File: config.mk
export PLATFORM = sky130hd
export DESIGN_NAME = tl_buffer_queue
export DESIGN_NICKNAME = d
export VERILOG_FILES = /design/src/rtl/tl_buffer_queue_pkg.sv /design/src/rtl/tl_buffer_queue_queue.sv /design/src/rtl/tl_buffer_queue.sv
export SDC_FILE = /design/constraint.sdc
export NUM_CORES = 1
export LEC_CHECK = 0
export ABC_AREA = 1
export CAP_MARGIN = 20
export CORE_MARGIN = 10
export CORE_UTILIZATION = 52
export DETAILED_ROUTE_END_ITERATION = 16
export HOLD_SLACK_MARGIN = 0.02
export PLACE_DENSITY = 0.82
export SETUP_SLACK_MARGIN = 0.15
export SYNTH_ARGS = -nofsm -noshare
export SYNTH_HDL_FRONTEND = slang
export SYNTH_SLANG_ARGS = --single-unit
File: constraint.sdc
create_clock -name clock -period 12.1 [get_ports clock]
set_clock_uncertainty 0.1 [all_clocks]
set_input_delay 1.815 -clock clock [delete_from_list [all_inputs] [get_ports clock]]
set_output_delay 1.815 -clock clock [all_outputs]
set_load 0.03 [all_outputs]
File: src/rtl/tl_buffer_queue_pkg.sv
// Shared definitions for the TileLink-UL A/D channel buffer queue.
// Holds payload width functions, packed-field bit offsets and opcode constants.
// Payloads are packed MSB-first: opcode, param, size, source, ..., data, corrupt.
package tl_buffer_queue_pkg;

  localparam int SIZE_W = 4;
  localparam int SINK_W = 1;
  localparam int CNT_W  = 5;

  // A-channel opcodes
  localparam logic [2:0] A_PUT_FULL_DATA    = 3'd0;
  localparam logic [2:0] A_PUT_PARTIAL_DATA = 3'd1;
  localparam logic [2:0] A_ARITHMETIC_DATA  = 3'd2;
  localparam logic [2:0] A_LOGICAL_DATA     = 3'd3;
  localparam logic [2:0] A_GET              = 3'd4;
  localparam logic [2:0] A_INTENT           = 3'd5;

  // D-channel opcodes
  localparam logic [2:0] D_ACCESS_ACK       = 3'd0;
  localparam logic [2:0] D_ACCESS_ACK_DATA  = 3'd1;
  localparam logic [2:0] D_HINT_ACK         = 3'd2;

  // A payload: opcode(3) param(3) size source address mask data corrupt(1)
  function automatic int a_w(input int addr_w, input int data_w, input int source_w);
    return 3 + 3 + SIZE_W + source_w + addr_w + data_w / 8 + data_w + 1;
  endfunction

  // D payload: opcode(3) param(2) size source sink denied(1) data corrupt(1)
  function automatic int d_w(input int data_w, input int source_w);
    return 3 + 2 + SIZE_W + source_w + SINK_W + 1 + data_w + 1;
  endfunction

  // A field LSB offsets
  function automatic int a_corrupt_lsb();
    return 0;
  endfunction
  function automatic int a_data_lsb();
    return 1;
  endfunction
  function automatic int a_mask_lsb(input int data_w);
    return 1 + data_w;
  endfunction
  function automatic int a_address_lsb(input int data_w);
    return 1 + data_w + data_w / 8;
  endfunction
  function automatic int a_source_lsb(input int addr_w, input int data_w);
    return a_address_lsb(data_w) + addr_w;
  endfunction
  function automatic int a_size_lsb(input int addr_w, input int data_w, input int source_w);
    return a_source_lsb(addr_w, data_w) + source_w;
  endfunction
  function automatic int a_param_lsb(input int addr_w, input int data_w, input int source_w);
    return a_size_lsb(addr_w, data_w, source_w) + SIZE_W;
  endfunction
  function automatic int a_opcode_lsb(input int addr_w, input int data_w, input int source_w);
    return a_param_lsb(addr_w, data_w, source_w) + 3;
  endfunction

  // D field LSB offsets
  function automatic int d_corrupt_lsb();
    return 0;
  endfunction
  function automatic int d_data_lsb();
    return 1;
  endfunction
  function automatic int d_denied_lsb(input int data_w);
    return 1 + data_w;
  endfunction
  function automatic int d_sink_lsb(input int data_w);
    return 2 + data_w;
  endfunction
  function automatic int d_source_lsb(input int data_w);
    return d_sink_lsb(data_w) + SINK_W;
  endfunction
  function automatic int d_size_lsb(input int data_w, input int source_w);
    return d_source_lsb(data_w) + source_w;
  endfunction
  function automatic int d_param_lsb(input int data_w, input int source_w);
    return d_size_lsb(data_w, source_w) + SIZE_W;
  endfunction
  function automatic int d_opcode_lsb(input int data_w, input int source_w);
    return d_param_lsb(data_w, source_w) + 2;
  endfunction

endpackage

File: src/rtl/tl_buffer_queue_queue.sv
// tl_queue: single-channel FIFO; DEPTH=0 is a wire-through with no state.
// Latency: 1 cycle minimum for DEPTH>=1 (no flow-through), 0 for DEPTH=0.
// Backpressure: enq ready = not full from registered count only; full refuses even on same-cycle dequeue.
// Optional high-water mark output when TL_BUFFER_QUEUE_STATS_EN is defined.
module tl_queue
  import tl_buffer_queue_pkg::*;
#(
  parameter int WIDTH = 1,
  parameter int DEPTH = 2
) (
  input  logic             clock,
  input  logic             reset,
  input  logic             enq_valid_i,
  output logic             enq_ready_o,
  input  logic [WIDTH-1:0] enq_bits_i,
  output logic             deq_valid_o,
  input  logic             deq_ready_i,
  output logic [WIDTH-1:0] deq_bits_o,
  output logic [CNT_W-1:0] count_o
`ifdef TL_BUFFER_QUEUE_STATS_EN
  ,
  output logic [CNT_W-1:0] hwm_o
`endif
);

  if (DEPTH == 0) begin : g_bypass
    assign deq_valid_o = enq_valid_i;
    assign enq_ready_o = deq_ready_i;
    assign deq_bits_o  = enq_bits_i;
    assign count_o     = '0;
`ifdef TL_BUFFER_QUEUE_STATS_EN
    assign hwm_o       = '0;
`endif
    // Clock and reset have no load in the stateless bypass.
    logic unused_clk_rst;
    assign unused_clk_rst = clock ^ reset;
  end else begin : g_fifo
    localparam int PTR_W = (DEPTH > 1) ? $clog2(DEPTH) : 1;
    localparam logic [PTR_W-1:0] LAST = PTR_W'(DEPTH - 1);
    localparam logic [CNT_W-1:0] FULL = CNT_W'(DEPTH);

    logic [WIDTH-1:0] mem_q [DEPTH];
    logic [PTR_W-1:0] wr_ptr_q, wr_ptr_d;
    logic [PTR_W-1:0] rd_ptr_q, rd_ptr_d;
    logic [CNT_W-1:0] count_q, count_d;
    logic             do_enq, do_deq;

    assign enq_ready_o = (count_q != FULL);
    assign deq_valid_o = (count_q != '0);
    assign deq_bits_o  = mem_q[rd_ptr_q];
    assign count_o     = count_q;
    assign do_enq      = enq_valid_i & enq_ready_o;
    assign do_deq      = deq_valid_o & deq_ready_i;

    // Next pointers wrap LAST -> 0; count moves by enq minus deq.
    always_comb begin
      wr_ptr_d = wr_ptr_q;
      rd_ptr_d = rd_ptr_q;
      count_d  = count_q + CNT_W'(do_enq) - CNT_W'(do_deq);
      if (do_enq) begin
        wr_ptr_d = (wr_ptr_q == LAST) ? '0 : wr_ptr_q + PTR_W'(1);
      end
      if (do_deq) begin
        rd_ptr_d = (rd_ptr_q == LAST) ? '0 : rd_ptr_q + PTR_W'(1);
      end
    end

    // Control state with synchronous active-low clear.
    always_ff @(posedge clock) begin
      if (!reset) begin
        wr_ptr_q <= '0;
        rd_ptr_q <= '0;
        count_q  <= '0;
      end else begin
        wr_ptr_q <= wr_ptr_d;
        rd_ptr_q <= rd_ptr_d;
        count_q  <= count_d;
      end
    end

    // Payload storage is never cleared; only accepted beats are written.
    always_ff @(posedge clock) begin
      if (reset && do_enq) begin
        mem_q[wr_ptr_q] <= enq_bits_i;
      end
    end

`ifdef TL_BUFFER_QUEUE_STATS_EN
    logic [CNT_W-1:0] hwm_q, hwm_d;

    // Peak tracks the post-edge count, so it never lags the occupancy.
    always_comb begin
      hwm_d = (count_d > hwm_q) ? count_d : hwm_q;
    end

    // High-water mark register, cleared with the queue.
    always_ff @(posedge clock) begin
      if (!reset) begin
        hwm_q <= '0;
      end else begin
        hwm_q <= hwm_d;
      end
    end

    assign hwm_o = hwm_q;
`endif
  end

endmodule

File: src/rtl/tl_buffer_queue.sv
// TileLink-UL buffer: independent A (up->down) and D (down->up) FIFOs of configurable depth.
// Latency: 1 cycle per buffered channel, 0 for a depth-0 channel (combinational passthrough).
// Backpressure: enqueue ready depends only on registered occupancy; optional TL_BUFFER_QUEUE_STATS_EN adds a_hwm/d_hwm.
module tl_buffer_queue
  import tl_buffer_queue_pkg::*;
#(
  parameter int A_DEPTH  = 2,
  parameter int D_DEPTH  = 2,
  parameter int ADDR_W   = 32,
  parameter int DATA_W   = 64,
  parameter int SOURCE_W = 6
) (
  input  logic                                     clock,
  input  logic                                     reset,
  input  logic                                     auto_in_a_valid,
  output logic                                     auto_in_a_ready,
  input  logic [a_w(ADDR_W, DATA_W, SOURCE_W)-1:0] auto_in_a_bits,
  output logic                                     auto_out_a_valid,
  input  logic                                     auto_out_a_ready,
  output logic [a_w(ADDR_W, DATA_W, SOURCE_W)-1:0] auto_out_a_bits,
  input  logic                                     auto_out_d_valid,
  output logic                                     auto_out_d_ready,
  input  logic [d_w(DATA_W, SOURCE_W)-1:0]         auto_out_d_bits,
  output logic                                     auto_in_d_valid,
  input  logic                                     auto_in_d_ready,
  output logic [d_w(DATA_W, SOURCE_W)-1:0]         auto_in_d_bits,
  output logic [CNT_W-1:0]                         a_count,
  output logic [CNT_W-1:0]                         d_count
`ifdef TL_BUFFER_QUEUE_STATS_EN
  ,
  output logic [CNT_W-1:0]                         a_hwm,
  output logic [CNT_W-1:0]                         d_hwm
`endif
);

  localparam int A_W = a_w(ADDR_W, DATA_W, SOURCE_W);
  localparam int D_W = d_w(DATA_W, SOURCE_W);

  tl_queue #(
    .WIDTH (A_W),
    .DEPTH (A_DEPTH)
  ) u_a_queue (
    .clock       (clock),
    .reset       (reset),
    .enq_valid_i (auto_in_a_valid),
    .enq_ready_o (auto_in_a_ready),
    .enq_bits_i  (auto_in_a_bits),
    .deq_valid_o (auto_out_a_valid),
    .deq_ready_i (auto_out_a_ready),
    .deq_bits_o  (auto_out_a_bits),
    .count_o     (a_count)
`ifdef TL_BUFFER_QUEUE_STATS_EN
    ,
    .hwm_o       (a_hwm)
`endif
  );

  tl_queue #(
    .WIDTH (D_W),
    .DEPTH (D_DEPTH)
  ) u_d_queue (
    .clock       (clock),
    .reset       (reset),
    .enq_valid_i (auto_out_d_valid),
    .enq_ready_o (auto_out_d_ready),
    .enq_bits_i  (auto_out_d_bits),
    .deq_valid_o (auto_in_d_valid),
    .deq_ready_i (auto_in_d_ready),
    .deq_bits_o  (auto_in_d_bits),
    .count_o     (d_count)
`ifdef TL_BUFFER_QUEUE_STATS_EN
    ,
    .hwm_o       (d_hwm)
`endif
  );

endmodule

**Yosys cells after proc, flatten, opt, wreduce, memory -nomap -nowiden**

Memories as Yosys holds them, arrays and structs flattened. A register that Yosys moved wholly into a read port is not among the register bits.
Index checks and enable logic that the tools add are counted.

- Add/sub/neg operators: 8
- Multiplexer cells: 12
- Reductions and logical operators: 4
- Equal/unequal tests: 2
- Bitwise gates (word level): 4

Operators with widths:

| operator | count |
|---|---|
| 1-bit 2-to-1 mux | 12 |
| 5-bit by 1-bit adder with 5-bit output | 2 |
| 5-bit by 2-bit inequality test with 1-bit output (second input constant) | 2 |
| 5-bit nonzero test | 2 |
| 5-bit by 1-bit subtractor with 5-bit output | 2 |
| 1-bit adder (second input constant) | 4 |
| 1-bit AND | 4 |
| 1-bit logical AND | 2 |

- Output and inout bits: 217
- Memories kept: 2
- RAM bits: 406
- Bits in registers: 14
- Input bits: 209

Memory list:

| name | depth | width | rd ports | clocked after Yosys merged registers in | write ports | RTL line | source |
|---|---|---|---|---|---|---|---|
| u_a_queue.g_fifo.mem_q | 2 | 121 | 1 | 1 | 1 | tl_buffer_queue_queue.sv:42 | `logic [WIDTH-1:0] mem_q [DEPTH];` |
| u_d_queue.g_fifo.mem_q | 2 | 82 | 1 | 1 | 1 | tl_buffer_queue_queue.sv:42 |  |

**Depth between registers and ports, before layout**

Gate-level depths: netlist of the first run.

- Depth in word-level cells: 5
- Gate-level depth with buffers: 14

**By module**

From an unflattened synthesis of the first run, not the netlist that was laid out.

- Cell total of the unflattened synthesis: 757
- Area total of the unflattened synthesis: 15990.3 µm²

By module, submodules not included:

| module | cells each | instances | area an instance (µm²) |
|---|---|---|---|
| tl_queue at u_a_queue | 439 | 1 | 9211.3 |
| tl_queue at u_d_queue | 318 | 1 | 6779.0 |

**Worst setup path after synthesis of the first run**

Ideal clock, no wire load.

- Path type: input -> register
- From: input port reset
- To: memory u_a_queue.g_fifo.mem_q[1][0] (netlist bit), enable pin
- Path buffers: 1
- Required time: 11397 ps
- Setup slack: 4295 ps
- Data arrival time: 7102 ps
- Library setup time: 603 ps
- Stages on the path: 3
- Cells stage by stage: buf_2 nand2_1 nor2_1

- Cells in the longest elaborated chain, start to end: 3

RTL lines:

| what | RTL line | source |
|---|---|---|
| from (decl) | tl_buffer_queue.sv:14 | `input logic reset,` |
| 1-bit logical AND | tl_buffer_queue_queue.sv:83 | `if (reset && do_enq) begin` |
| 1-bit 2-to-1 mux | tl_buffer_queue_queue.sv:83 |  |
| 1-bit 2-to-1 mux (not written as such) | tl_buffer_queue_queue.sv:84 | `mem_q[wr_ptr_q] <= enq_bits_i;` |
| to (decl) | tl_buffer_queue_queue.sv:42 |  |

No other way between the ends.

==> results of run 1 <==
==> synth_stat cells, drive strengths merged <==
library cell	instances	area, sq um
edfxtp	406	12200
mux2	203	2290
inv	29	109
nand2	25	93.8
buf	23	194
nor2	17	63.8
dfxtp	16	320
nand3	13	65.1
ha	12	150
a21oi	10	50.1
fa	2	40.0
nand4	2	12.5
nand3b	1	7.51
xnor2	1	8.76
xor2	1	8.76
==> cells by family after synthesis <==
family	Yosys count	synth area share (%)
muxes	203	14.7
xor gates and xnor gates	2	0.112
adders and majority gates	14	1.22
AOI/OAI and AO/OA	10	0.321
DFF	422	80.2
buffers and inverters	52	1.94
and+or+nand+nor	58	1.56
==> power by group through the flow <==
stage	combinational (mW)	clock, mW	sequential [mW]
after global placement	1.20	0	1.80
after CTS	1.23	1.21	1.78
final	1.22	1.18	1.78
after detailed placement	1.22	0	1.81
after floorplan	0.721	0	1.82
after global routing	1.28	1.26	1.79
==> flip-flops by register name, summed over array words and instances (netlist names), named ones only <==
register                   cells
u_d_queue.g_fifo.rd_ptr_q      1
u_a_queue.count_o              5
u_d_queue.count_o              5
u_a_queue.g_fifo.rd_ptr_q      1
u_a_queue.g_fifo.wr_ptr_q      1
u_d_queue.g_fifo.wr_ptr_q      1
u_d_queue.g_fifo.mem_q       164
u_a_queue.g_fifo.mem_q       242
==> area by class of cell <==
cell class | instances | area (sq um) | area share, %
clock inverters | 24 | 143 | 0.663
inverters | 29 | 111 | 0.518
multi-input cells | 287 | 2800 | 13.0
repair buffers | 432 | 4310 | 20.0
well taps | 390 | 488 | 2.27
diodes | 11 | 27.5 | 0.128
clock buffers | 50 | 1100 | 5.13
flip-flops and latches | 422 | 12500 | 58.2
==> routing by layer <==
metal	track usage, %	vias up	part of all wire [%]
met3	5.46	67	6.1
li1	-	3866	-
met4	7.73	0	2.9
met5	0	-	0
met1	21.4	4260	36
met2	37.3	269	55
==> path summary, 6_finish.rpt <==
path	end
setup / recovery	auto_out_a_bits[102]
hold / removal	flip-flop
setup reg to reg	u_a_queue.g_fifo.mem_q[1][62]$_DFFE_PP_
hold reg to reg	flip-flop
==> critical path, stage by stage, from the launching register on <==
cell and delay [ns]:
dfxtp_4 0.69, buf_4 0.89, mux2_2 0.45, clkdlybuf4s50_1 0.63
==> qor.yml, run 1 <==
critical_path:
  ff2ff_path_depth: 7
  cp_data_required_time_ns: 10.18
  rrSetupSlack_ns: 8.99
  critical_path.max_fanout: 83
  end_kind: "output pin"
  cp-start-kind: "flip-flop"
  rr_startpoint: "u_a_queue.count_o[2]$_SDFF_PN0_"
  crit_type: "reg -> out"
  critPathArrivalTime_ns: 3.30
floorplanning:
  rows: 63
  pin_count: 426
  die_w_um: 193
  initial_core_util_pct: 52.6
  fp.dieH_um: 193
  die-area_sq_um: 37300
  core_sq_um: 29600
power_and_ir_drop:
  power.internal_mw: 2.93
  ir_drop_v: 0.000150
  pwr-share-comb_pct: 29.1
  switching_power_mw: 1.25
  cellPowerDensity_nw_per_um2: 194
  p_leak_nw: 7.31
  p_total_mw: 4.18
  swShare_pct: 30.0
  p_seq_share_pct: 42.6
  clkPwrFrac_pct: 28.3
drt:
  vias_per_cell: 5.14
  drcViolationCount: 0
  firstDrtPassIters: 4
  wl_um: 39800
  route.vias.total: 8462
  wire_per_inst_um: 24.2
  first_iter_violations: 494
  ant_nets: 0
layout:
  final_common_cell: "clkdlybuf4s50_1"
  final_cell_mix: "clkdlybuf4s50_1, edfxtp_1, mux2_2, clkbuf_16, inv_1"
  nFillCells: 1813
  syn_to_final_growth_pct: 37.8
  layout.nets: 1438
  drive_above_1_share_pct: 21.8
  final_util_pct: 72.5
  final_cells: 1645
  stdcell_area_sq_um: 21500
clock_tree:
  clk_pin_slew_ns: 0.06
  cts_buffers: 43
  cts_max_level: 2
  hold_buffers: 0
  postCtsSetupRepairBufs: 0
  clock_path_buffers: 3
  cts.sinks: 422
  clock_latency_ns: 0.51
  root_buffer: "clkbuf_16"
  cts_resized: 0
  cts_tree: "yes"
hold_path:
  hold_start: "u_a_queue.g_fifo.rd_ptr_q$_SDFFE_PN0P_"
  holdPathStages: 2
  min_path_type: "reg -> reg"
grt:
  grt_remaining_overflow: 0
  antenna_found_initial: 11
  grt_max_degree: 84
  grt_usage_pct: 20.2
  grt_pass1_vias: 9135
  grt_pass1_wl_um: 57700
synthesis:
  yosysUniqueCellTypes: 17
  synth_nets: 984
  syn_avg_cell_area_sq_um: 20.5
  ys_ff_latch: 422
  yosysSeqAreaShare_pct: 80.2
  syn_inst: 761
  yosys_warnings: 0
  synth_area_sq_um: 15600
status:
  outcome: "complete, no violations"
placement:
  place_worst_setup_slack_ns: 7.10
  dp_hpwl_um: 27800
  dp_cells: 1560
  placed_area_sq_um: 20200
  finalWeightedCongestion: 0.802
  io_buffers: 425
sta:
  hold_ws_ns: 0.427
  setup-tns-final_ns: 0
  fin_ws_ns: 6.88
  maxSlewViolCount: 0
  tightest_slew_ns: 1.13
  fmax_mhz: 192
  fin_crit_sh_pct: 43.1
  slew_headroom_pct: 24.8
  finalHoldViolations: 0
  finalCriticalPeriod_ns: 5.22
  finalSetupViolCount: 0
  rsz0062_at_grt: "false"
job:
  max_cap_violations: 0
Note: power is estimated with default switching activity, not from simulation.
==> run 2, diff against run 1 <==
--- a/config.mk
+++ b/config.mk
@@ -8,10 +8,10 @@
 export ABC_AREA = 1
 export CAP_MARGIN = 20
 export CORE_MARGIN = 10
-export CORE_UTILIZATION = 52
+export CORE_UTILIZATION = 43
 export DETAILED_ROUTE_END_ITERATION = 16
 export HOLD_SLACK_MARGIN = 0.02
-export PLACE_DENSITY = 0.82
+export PLACE_DENSITY = 0.72
 export SETUP_SLACK_MARGIN = 0.15
 export SYNTH_ARGS = -nofsm -noshare
 export SYNTH_HDL_FRONTEND = slang
==> constraint.sdc (replaced) <==
create_clock -name clock -period 4.4 [get_ports clock]
set_clock_uncertainty 0.1 [all_clocks]
set_input_delay 0.66 -clock clock [delete_from_list [all_inputs] [get_ports clock]]
set_output_delay 0.66 -clock clock [all_outputs]
set_load 0.03 [all_outputs]
==> qor.yml, run 2 (synthesis results as in run 1) <==
status:
  outcome: "complete, no violations"
power_and_ir_drop:
  p_leak_nw: 7.41  # +1.3%
  ir_drop_v: 0.000378  # +150%
  cellPowerDensity_nw_per_um2: 534  # +170%
  p_total_mw: 11.6  # +180%
layout:
  final_cell_mix: "clkdlybuf4s50_1, edfxtp_1, mux2_2, clkbuf_16, inv_1"
  drive_above_1_share_pct: 22.2  # +0.37 points
  largest-register: "u_a_queue.g_fifo.mem_q"
  syn_to_final_growth_pct: 39.6
  largest_reg_flops: 242  # unchanged
  largest_registers: "u_a_queue.g_fifo.mem_q: 242 flops, u_d_queue.g_fifo.mem_q: 164 flops"
  stdcell_area_sq_um: 21800  # +1.3%
  final_common_cell: "clkdlybuf4s50_1"
  layout.nets: 1444  # +0.42%
  final_cells: 1719  # +4.5%
sta:
  slew_headroom_pct: 43.2  # +18 points
  finalSetupViolCount: 0  # unchanged
  fmax_mhz: 289
  tightest_slew_ns: 0.850  # -0.277 ns
  maxSlewViolCount: 0  # unchanged
  fin_crit_sh_pct: 78.6
  setup-tns-final_ns: 0  # unchanged
  finalCriticalPeriod_ns: 3.46
  finalHoldViolations: 0  # unchanged
  rsz0062_at_grt: "false"
critical_path:
  crit_family: "buffers and inverters"
  end_kind: "output pin"
  critical_path.max_fanout: 31  # -63%
  rr_startpoint: "u_a_queue.count_o[2]$_SDFF_PN0_"
  critPathArrivalTime_ns: 2.70  # -0.60 ns
  crit_buf_inv: 2  # unchanged
  crit_type: "reg -> out"
  cp-start-kind: "flip-flop"
  path_cells: "buf_4 -> mux2_2 -> clkdlybuf4s50_1"
  max_stage_delay_ns: 0.63  # -0.26 ns
  cp_slowest_cell: "dfxtp_4"
  cp_data_required_time_ns: 3.64  # -6.54 ns
clock_tree:
  clk_pin_slew_ns: 0.06  # about the same
  cts_buffers: 44  # +2.3%
  root_buffer: "clkbuf_16"
  cts_resized: 0  # unchanged
  clock_latency_ns: 0.55  # +0.04 ns
  hold_buffers: 0  # unchanged
  cts.sinks: 422  # unchanged
  cts_tree: "yes"
  postCtsSetupRepairBufs: 0  # unchanged
  cts_max_level: 2  # unchanged
  clock_path_buffers: 3  # unchanged
floorplanning:
  initial_core_util_pct: 43.8  # -8.9 points
  rows: 69  # +9.5%
  die_w_um: 210  # +8.9%
  core_sq_um: 35700  # +20%
  fp.dieH_um: 210  # +8.9%
  pin_count: 426  # unchanged
  die-area_sq_um: 44300  # +19%
grt:
  grt_max_degree: 64  # -24%
  grt_usage_pct: 17.1  # -3.0 points
  grt_pass1_wl_um: 56700  # -1.7%
  grt_pass1_vias: 9072  # -0.69%
  grt_remaining_overflow: 0  # unchanged
  antenna_found_initial: 3  # -8
hold_path:
  min_path_type: "reg -> reg"
  hold_start: "u_a_queue.g_fifo.rd_ptr_q$_SDFFE_PN0P_"
job:
  max_cap_violations: 0  # unchanged
drt:
  drcViolationCount: 0  # unchanged
  firstDrtPassIters: 4  # unchanged
  wire_per_inst_um: 22.8  # -5.8%
  route.vias.total: 8454  # -0.095%
  ant_nets: 0  # unchanged
  first_iter_violations: 419  # -15%
  wl_um: 39100  # -1.6%
  vias_per_cell: 4.92  # -4.4%
placement:
  finalWeightedCongestion: 0.792  # -1.3%
  placed_area_sq_um: 20500  # +1.2%
  dp_hpwl_um: 28000  # +0.69%
  dp_cells: 1636  # +4.9%
  io_buffers: 425  # unchanged
[run 2: worst min-delay path, delay by kind of cell (launching register included)]
kind	cells	cell delay (ns)
AO/OA/AOI/OAI	1	0.06
flip-flops	1	0.33
AND/OR/NAND/NOR	1	0.09
[run 2: per-layer routing]
metal / up-vias / part of all wire [%] / global-route usage [%]
li1: 3885 / - / -
met1: 4239 / 36 / 18.3
met2: 272 / 53 / 30.0
met3: 58 / 8.2 / 6.20
met4: 0 / 2.7 / 7.54
met5: - / 0 / 0
[run 2: final timing paths]
path / to / slack [ns] / cells after the start
setup reg to reg: u_a_queue.g_fifo.mem_q[1][107]$_DFFE_PP_ / 1.87 / 6
setup / recovery: auto_out_a_bits[75] / 0.94 / 3
hold reg to reg: u_a_queue.g_fifo.rd_ptr_q$_SDFFE_PN0P_ / 0.40 / 2
hold / removal: u_a_queue.g_fifo.rd_ptr_q$_SDFFE_PN0P_ / 0.40 / 2
[run 2: cell type report]
cell class / instances / area (sq um)
diodes: 3 / 7.51
inverters: 29 / 113
clock inverters: 25 / 126
repair buffers: 437 / 4460
clock buffers: 55 / 1180
multi-input cells: 287 / 2800
fillers: 2590 / 13900
well taps: 461 / 577
flip-flops and latches: 422 / 12500
[run 2: per-stage QoR]
step           utilization (%)  hold slack (ns)  setup slack (ns)
6_report                  61.1            0.405             0.939
2_1_floorplan                -            0.365             0.197
3_3_place_gp              57.4            0.379              1.11
3_5_place_dp              57.4            0.388              1.08
4_1_cts                   61.1            0.403             0.879
5_1_grt                   61.1            0.442             0.846
[run 2: report_power, final]
part	leakage, nW	switching [mW]	internal, mW
clock network	0.646	1.47	1.91
registers	3.86	0.170	4.75
logic	2.90	1.87	1.48
==> run 3, diff against run 2 <==
--- a/config.mk
+++ b/config.mk
@@ -8,10 +8,10 @@
 export ABC_AREA = 1
 export CAP_MARGIN = 20
 export CORE_MARGIN = 10
-export CORE_UTILIZATION = 43
+export CORE_UTILIZATION = 48
 export DETAILED_ROUTE_END_ITERATION = 16
 export HOLD_SLACK_MARGIN = 0.02
-export PLACE_DENSITY = 0.72
+export PLACE_DENSITY = 0.77
 export SETUP_SLACK_MARGIN = 0.15
 export SYNTH_ARGS = -nofsm -noshare
 export SYNTH_HDL_FRONTEND = slang
==> constraint.sdc (replaced) <==
create_clock -name clock -period 3.5 [get_ports clock]
set_clock_uncertainty 0.1 [all_clocks]
set_input_delay 0.525 -clock clock [delete_from_list [all_inputs] [get_ports clock]]
set_output_delay 0.525 -clock clock [all_outputs]
set_load 0.03 [all_outputs]
==> qor.yml, run 3 (synthesis results as in run 1) <==
drt:
  route.vias.total: 8444  # -0.12%
  ant_nets: 0  # unchanged
  firstDrtPassIters: 5  # +1
  wl_um: 39200  # +0.26%
  drcViolationCount: 0  # unchanged
  first_iter_violations: 527  # +26%
  vias_per_cell: 4.98  # +1.2%
  wire_per_inst_um: 23.1  # +1.6%
placement:
  dp_hpwl_um: 28400  # +1.5%
  io_buffers: 425  # unchanged
  finalWeightedCongestion: 0.810  # +2.3%
  dp_cells: 1616  # -1.2%
  place_worst_setup_slack_ns: 0.613  # -0.472 ns
grt:
  met3_usage_pct: 5.83  # -0.37 points
  grt_busiest_layer: "met2"
  grt_pass1_vias: 9039  # -0.36%
  grt_max_degree: 56  # -13%
  grt_remaining_overflow: 0  # unchanged
  grt_util_met1_pct: 19.7  # +1.4 points
  grt_use_met2_pct: 34.1  # +4.1 points
  grt_pass1_wl_um: 57100  # +0.63%
  antenna_found_initial: 7  # +4
  grt_usage_pct: 18.7  # +1.6 points
layout:
  drive_above_1_share_pct: 22.9  # +0.72 points
  layout.nets: 1448  # +0.28%
  final_common_cell: "clkdlybuf4s50_1"
  final_cell_mix: "clkdlybuf4s50_1, edfxtp_1, mux2_2, clkbuf_16, inv_1"
  syn_to_final_growth_pct: 40.0
  largest-register: "u_a_queue.g_fifo.mem_q"
  largest_reg_flops: 242  # unchanged
  final_cells: 1697  # -1.3%
  largest_registers: "u_a_queue.g_fifo.mem_q: 242 flops, u_d_queue.g_fifo.mem_q: 164 flops"
clock_tree:
  cts_resized: 0  # unchanged
  clock_path_buffers: 3  # unchanged
  clock_latency_ns: 0.53  # -0.02 ns
  cts_buffers: 42  # -4.5%
  postCtsSetupRepairBufs: 0  # unchanged
  hold_buffers: 0  # unchanged
  root_buffer: "clkbuf_16"
  cts_max_level: 2  # unchanged
  clk_pin_slew_ns: 0.06  # about the same
  cts.sinks: 422  # unchanged
  cts_tree: "yes"
sta:
  finalHoldViolations: 0  # unchanged
  tightest_slew_ns: 0.645  # -0.205 ns
  maxSlewViolCount: 0  # unchanged
  finalSetupViolCount: 0  # unchanged
  rsz0062_at_grt: "false"
  fin_ws_ns: 0.329  # -0.610 ns
  finalCriticalPeriod_ns: 3.17
  slew_headroom_pct: 56.9  # +14 points
  fin_crit_sh_pct: 90.6
  fmax_mhz: 315
  hold_ws_ns: 0.408  # +0.00332 ns
critical_path:
  cp_data_required_time_ns: 2.87  # -0.77 ns
  crit_type: "reg -> out"
  end_kind: "output pin"
  critPathArrivalTime_ns: 2.55  # -0.15 ns
  critical_path.max_fanout: 32  # +3.2%
  cp-start-kind: "flip-flop"
floorplanning:
  core_sq_um: 31800  # -11%
  rows: 65  # -5.8%
  die_w_um: 200  # -4.8%
  die-area_sq_um: 40100  # -9.5%
  fp.dieH_um: 200  # -4.8%
  initial_core_util_pct: 49.1  # +5.3 points
  pin_count: 426  # unchanged
job:
  max_cap_violations: 0  # unchanged
power_and_ir_drop:
  p_total_mw: 14.7  # +26%
  ir_drop_v: 0.000492  # +30%
  p_leak_nw: 7.44  # +0.40%
  cellPowerDensity_nw_per_um2: 675  # +26%
status:
  outcome: "complete, no violations"
hold_path:
  min_path_type: "reg -> reg"
## run 3: critical path: stages, from the launching register on
cell and delay (ns):
dfxtp_4 0.65, buf_4 0.36, mux2_2 0.36, clkdlybuf4s50_1 0.63
## run 3: area by class of cell
class | count | area (sq um)
clock buffers | 53 | 1100
diodes | 7 | 17.5
fillers | 2047 | 9960
clock inverters | 21 | 219
multi-input cells | 287 | 2800
repair buffers | 443 | 4510
well taps | 435 | 544
inverters | 29 | 114
flip-flops and latches | 422 | 12500
## run 3: final timing paths
path | from | end | slack [ns] | depth (start not counted)
worst min-delay path | u_a_queue.g_fifo.rd_ptr_q$_SDFFE_PN0P_ | flip-flop | 0.41 | 2
worst max-delay path | flip-flop | auto_out_a_bits[16] | 0.33 | 3
worst min register to register | u_a_queue.g_fifo.rd_ptr_q$_SDFFE_PN0P_ | flip-flop | 0.41 | 2
worst max register to register | u_d_queue.count_o[3]$_SDFF_PN0_ | u_d_queue.count_o[4]$_SDFF_PN0_ | 1.01 | 13
## run 3: stage by stage
stage	cell area [sq um]	util, %	setup TNS [ns]
floorplan	15600	-	-11.59
global placement	20500	64.5	0
detailed placement	20500	64.5	0
CTS	21800	68.6	0
global route	21800	68.7	0
finish	21800	68.7	0
## run 3: routing by layer
metal	vias up	share of wire [%]
met1	4216	35
met3	65	7.0
met2	284	54
li1	3879	-
met4	0	3.2
met5	-	0
## run 3: power breakdown
group / internal (mW) / leakage, nW / switching (mW)
Combinational: 1.88 / 2.93 / 2.35
Clock: 2.53 / 0.646 / 1.79
Sequential: 5.98 / 3.86 / 0.196
